`config.mk`:
```
export PLATFORM = sky130hd
export DESIGN_NAME = cc_branch_ctrl
export DESIGN_NICKNAME = d
export VERILOG_FILES = /design/src/rtl/cc_branch_ctrl.sv
export SDC_FILE = /design/constraint.sdc
export NUM_CORES = 1
export LEC_CHECK = 0
export BUFFER_PORTS_ARGS = -buffer_cell sky130_fd_sc_hd__buf_2
export CAP_MARGIN = 25
export CORE_UTILIZATION = 40
export CTS_BUF_LIST = sky130_fd_sc_hd__clkbuf_4
export DETAILED_ROUTE_END_ITERATION = 10
export PLACE_DENSITY = 0.66
export SYNTH_ARGS = -nofsm -noshare
export SYNTH_HDL_FRONTEND = slang
export SYNTH_SLANG_ARGS = --single-unit
```
`constraint.sdc`:
```
create_clock -name i_CLK -period 2.5 [get_ports i_CLK]
set_clock_uncertainty 0.05 [all_clocks]
set_input_delay 0.5 -clock i_CLK [delete_from_list [all_inputs] [get_ports i_CLK]]
set_output_delay 0.5 -clock i_CLK [all_outputs]
set_load 0.01 [all_outputs]
```
`src/rtl/cc_branch_ctrl.sv`:
```
// Condition-code owner: N/Z/P loads from the bus, BEN evaluation for BR,
// and an NZP shadow stack saved on interrupt entry and restored on RTI.
module cc_branch_ctrl #(
  parameter int unsigned STACK_DEPTH = 4,
  parameter int unsigned SP_W        = 3
) (
  input  logic            i_CLK,
  input  logic            i_RST_N,
  input  logic            i_LD_CC_Control,
  input  logic [15:0]     i_Bus,
  input  logic            i_LD_BEN,
  input  logic [2:0]      i_IR_NZP,
  input  logic            i_CC_Push,
  input  logic            i_CC_Pop,
  input  logic            i_Err_Clr,
  output logic [2:0]      o_NZP,
  output logic            o_BEN,
  output logic [SP_W-1:0] o_Depth,
  output logic            o_Full,
  output logic            o_Empty,
  output logic            o_Overflow,
  output logic            o_Underflow
);

  localparam int unsigned NZP_W = 3;
  localparam int unsigned IDX_W = (STACK_DEPTH > 1) ? $clog2(STACK_DEPTH) : 1;
  localparam logic [NZP_W-1:0] NZP_RESET = 3'b010;

  logic [NZP_W-1:0] stack_q [STACK_DEPTH];

  logic [NZP_W-1:0] cc_bus_c;
  logic             push_ok_c;
  logic             pop_ok_c;
  logic [NZP_W-1:0] nzp_d;
  logic             ben_d;
  logic [SP_W-1:0]  depth_d;
  logic             ovf_d;
  logic             unf_d;
  logic             stack_we_c;
  logic [IDX_W-1:0] push_idx_c;
  logic [IDX_W-1:0] pop_idx_c;

  // Full/empty decode straight off the depth counter
  assign o_Full  = (o_Depth == SP_W'(STACK_DEPTH));
  assign o_Empty = (o_Depth == '0);

  // Next-state: CC decode, pop > push > load priority, BEN and sticky flags
  always_comb begin
    cc_bus_c   = {i_Bus[15], (i_Bus == 16'h0000), (~i_Bus[15] & (i_Bus != 16'h0000))};
    pop_ok_c   = i_CC_Pop & ~o_Empty;
    push_ok_c  = i_CC_Push & ~i_CC_Pop & ~o_Full;
    push_idx_c = IDX_W'(o_Depth);
    pop_idx_c  = IDX_W'(o_Depth - SP_W'(1));
    stack_we_c = push_ok_c;

    nzp_d   = o_NZP;
    depth_d = o_Depth;
    ben_d   = o_BEN;
    ovf_d   = o_Overflow & ~i_Err_Clr;
    unf_d   = o_Underflow & ~i_Err_Clr;

    if (i_CC_Pop) begin
      if (pop_ok_c) begin
        nzp_d   = stack_q[pop_idx_c];
        depth_d = o_Depth - SP_W'(1);
      end else begin
        unf_d = 1'b1;
      end
    end else if (i_CC_Push) begin
      if (push_ok_c) begin
        nzp_d   = NZP_RESET;
        depth_d = o_Depth + SP_W'(1);
      end else begin
        ovf_d = 1'b1;
      end
    end else if (i_LD_CC_Control) begin
      nzp_d = cc_bus_c;
    end

    if (i_LD_BEN) begin
      ben_d = |(i_IR_NZP & o_NZP);
    end
  end

  // State registers with synchronous active-low reset
  always_ff @(posedge i_CLK) begin
    if (!i_RST_N) begin
      o_NZP       <= NZP_RESET;
      o_BEN       <= 1'b0;
      o_Depth     <= '0;
      o_Overflow  <= 1'b0;
      o_Underflow <= 1'b0;
      for (int i = 0; i < int'(STACK_DEPTH); i++) begin
        stack_q[i] <= '0;
      end
    end else begin
      o_NZP       <= nzp_d;
      o_BEN       <= ben_d;
      o_Depth     <= depth_d;
      o_Overflow  <= ovf_d;
      o_Underflow <= unf_d;
      if (stack_we_c) begin
        stack_q[push_idx_c] <= o_NZP;
      end
    end
  end

endmodule

```
; ---- After elaboration in Yosys (flattened, before gate mapping)
; Memory sizes are Yosys's and may differ from the RTL's.
; Index checks and enable logic that the tools add are counted.
[totals]
input_bits = 26
ramBits = 12
register_bits = 9
latchBits = 0
romBits = 0
word_cells = 54
out_inout_bits = 11
memories = 1
[classes]
mux = 21
n_shift = 0
mul = 0
bitwise = 12
reduce_logical = 10
addsub = 2
div = 0
magnitude_cmp = 0
n_eq_ne = 3
[memory_table]
columns = memory, words, word_bits, read_ports, rd_ports_with_merged_regs, wr, line_no
row1 = stack_q, 4, 3, 1, 0, 4, 29  ; logic [NZP_W-1:0] stack_q [STACK_DEPTH];
[ops]
columns = op, count
row1 = $mux 3, 10
row2 = $logic_not 16->1, 1
row3 = $reduce_bool 16->1, 1
row4 = $mux 1, 10
row5 = $and 1x1->1, 6
row6 = $reduce_and 3->1, 2
row7 = $reduce_or 3->1, 2
row8 = $not 1->1, 5
row9 = $reduce_bool 2->1, 2
row10 = $add 3x1->3 const B, 1
row11 = $and 3x3->3, 1
row12 = $eq 3x3->1 const B, 1
row13 = $logic_not 3->1, 1
row14 = $ne 3x1->1 const B, 1
row15 = $reduce_bool 3->1, 1
row16 = $sub 3x1->3 const B, 1
row17 = $mux 2, 1
row18 = $ne 2x1->1 const B, 1

; ---- Longest topological paths before layout
[depth]
word_depth = 8
depth_mapped = 7
mapped_depth_nobuf = 6

; ---- Worst setup path after synthesis
; OpenSTA, ideal clock, no wires.
[synth_path]
path_type = reg-to-reg
from = register o_Depth[1]
to = memory stack_q[0][0] (enable)
required_time_ps = 2095
path_buffers = 2
arrival_ps = 1781
setup_time_ps = 355
slack_ps = 314
path_stages_with_launch = 8
period_less_slack_ps = 2186
path_cell_list = dfxtp_1 > clkbuf_1 > inv_1 > ha_1 > nand2_1 > nand3_1 > clkbuf_1 > o31ai_1
[synth_rtl]
columns = element, line_no
row1 = from (decl), 18  ; output logic [SP_W-1:0] o_Depth,
row2 = from (signal assigned), 99  ; o_Depth <= depth_d;
row3 = to (decl), 29

; ---- Worst setup path after layout
[layout_path]
from = register o_Depth[1]
to = output o_Full
[layout_between]
elab_chain_len = 1
[layout_lines]
columns = element, line_no
row1 = $eq 3x3->1, 44  ; assign o_Full = (o_Depth == SP_W'(STACK_DEPTH));
row2 = to (decl), 19  ; output logic o_Full,
; No other way between the ends.

==> results.md <==
* Outcome: complete, no violations
* Core footprint at 0.00250 sq mm
* First-pass GRT wire length at 3510 microns
* RD Place Congestion at 0.756
* R2R cell count at 5
* Vias in the first global route at 778
* Avg WL per Cell at 14.1 microns
* Reg-to-Reg Start: o_Depth[1]
* Critical Path Sink Type: primary output
* CTS buffer count at 3
* Worst hold path type: input pin to flop
* Largest fanout on the critical path at 11
* Initial Util at 43.0%
* Post-Synthesis Net Count at 125
* Worst-path clk slew at 0.12 ns
* Mapped cell area at 0.00108 sq mm
* Power density over the cells at 823 mW/mm^2
* Worst flop-to-flop path endpoint: stack_q[1][0]
* Clock latency on the worst-skew pair at 0.31 ns
* Cell variety after synth at 34
* Final ANT Viol Nets at 0
* Hold depth at 2
* Worst slew pin tran at 0.545 ns
* Min-Delay Startpoint: i_LD_BEN
* Leak at 0.564 nW
* Slew Limit Fails at 0
* Layout area overhead at 23.7%
* H-tree level count at 1
* CTS Hold Bufs at 0
* DR vias at 894
* Die Area at 0.00290 sq mm
* Mapped Cells at 96
* Maxcap violations at 0
* Setup CP Type: flop to primary output
* Share of cells above drive strength 1 at 37.1%
* VDD IR-drop max at 0.534 mV
* CTS resizes at 0
* CTS Root Cell: clkbuf_4
* DIE WIDTH at 53.9 microns
* Sequential fraction of the synthesis area at 50.2%
* Count of state elements after synthesis at 21
* Die height at 53.9 microns
* Hold Vio Cnt, Final at 0
* Yosys warning count at 0
* Avg Vias per Cell at 5.52
* Fmax at 439 MHz
* Final WL at 2280 microns
* First-pass DRT Iterations at 4
* Ant diodes at 0
* Startpoint types: flop
* Crit path time final at 2.28 ns
* I/O Buffers at 36
* Syn_area_per_cell at 11.2 sq um
* Nets at 162
* RSZ-0062 raised after global routing: false
* Global route total overflow at 0
* Post-CTS setup buffer count at 0
* Placed cell areas at 0.00128 sq mm
* Maximum root-to-sink buffer count at 2
* Leading cell types in the layout, fill and taps excluded: buf_2 (36), edfxtp_1 (12), dfxtp_1 (9)
* Design Power at 1.10 mW
* GRT Util Overall at 17.5%
* Reg2Reg Setup Slack at 0.25 ns
* Largest net degree at the start of global routing at 15
* Utilization after layout at 53.3%
* Critical Path AT at 1.73 ns
* Clock sinks at 21
* Worst endpoint required time at 1.95 ns
* Final setup viols at 0
* Post-DP HPWL at 1720 microns
* Commonest non-fill, non-tap cell in the layout: buf_2
* Post-route cell area at 0.00133 sq mm
* Initial antenna violation count at 0
* DRC at 0
* Num ports at 37
* Hold Crit Endpoint: o_BEN
* Relative slew slack at 63.4%
* Period Utilization, post-route at 91.1%
* Setup TNS at 0 ns
* FP Rows at 18
* CTS tree: built
* Drt initial violations at 20
==> power breakdown <==
part	internal [mW]	switching, mW	total, mW
registers	0.423	0.0546	0.478
clock network	0.0599	0.109	0.169
logic	0.200	0.249	0.449
total	0.683	0.412	1.10
==> worst max path at each step <==
stage | cells past startpoint | from | endpoint | slack [ns]
after global placement | 5 | o_Depth[1] | stack_q[0][0] | 0.32
after floorplan | 7 | o_Depth[1] | stack_q[0][0] | 0.31
after detailed placement | 5 | o_Depth[1] | stack_q[1][0] | 0.16
final | 5 | o_Depth[1] | o_Full | 0.22
after CTS | 5 | o_Depth[1] | stack_q[1][0] | 0.16
after global routing | 5 | o_Depth[1] | stack_q[1][0] | 0.04
==> stage by stage <==
step           hold WS (ns)  cells  worst slack, ns
2_1_floorplan         0.450     96            0.314
3_3_place_gp          0.414    158            0.324
3_5_place_dp          0.429    158            0.158
4_1_cts               0.363    162            0.161
5_1_grt               0.365    162           0.0385
6_report              0.368    162            0.222
==> cell usage after synthesis (all sizes together) <==
cell | count | area share, %
a22oi | 1 | 0.70
xnor2 | 1 | 0.81
o41ai | 1 | 1.5
dfxtp | 9 | 17
ha | 3 | 3.5
a222oi | 1 | 0.93
edfxtp | 12 | 33
xor2 | 1 | 0.81
o21ai | 4 | 1.9
buf | 2 | 0.93
o31ai | 4 | 2.8
or3 | 2 | 1.2
clkbuf | 3 | 1.0
o211ai | 1 | 0.70
a2bb2oi | 1 | 0.81
mux4 | 3 | 6.3
mux2i | 1 | 0.93
nor2 | 7 | 2.4
nor2b | 2 | 1.2
nand3 | 2 | 0.93
or4 | 4 | 3.1
nand2b | 3 | 1.7
nand3b | 1 | 0.70
a21boi | 4 | 2.8
nor4 | 6 | 3.5
inv | 6 | 2.1
a21oi | 2 | 0.93
and2 | 1 | 0.58
nand4b | 1 | 0.81
o211a | 2 | 1.9
o311a | 1 | 0.93
nand2 | 4 | 1.4
==> flip-flops by register name (all words and copies together) (netlist names) <==
name         flops
o_Underflow      1
o_NZP            3
o_Depth          3
o_BEN            1
stack_q         12
o_Overflow       1
==> metal layers <==
metal	GRT usage, %	up-vias	routed length (microns)
met1	21.1	418	1010
met4	9.21	0	31
li1	-	440	-
met5	0	-	0
met3	2.54	2	169
met2	29.6	34	1070
==> area by class of cell <==
class / instances / area [sq um]
fill: 227 / 1170
tap: 30 / 37.5
timing repair buffer: 37 / 188
inverter: 6 / 22.5
clock inverter: 1 / 5.00
clock buffer: 3 / 22.5
multi-input combinational: 64 / 515
sequential: 21 / 541
==> critical path, cell delays in order, from the launching register on <==
cell and delay [ns]:
dfxtp_1 0.61, inv_1 0.21, ha_1 0.29, nand2_1 0.13, inv_1 0.05, buf_2 0.13
==> logic make-up after synthesis <==
family	after synthesis	share of synthesized area (%)
simple gates	33	17.6
compound gates	22	15.8
flops	21	50.2
buf+inv	11	4.07
mux	4	7.21
fa+ha+maj	3	3.49
xor+xnor	2	1.63
Power figures use the tool's default switching activity.
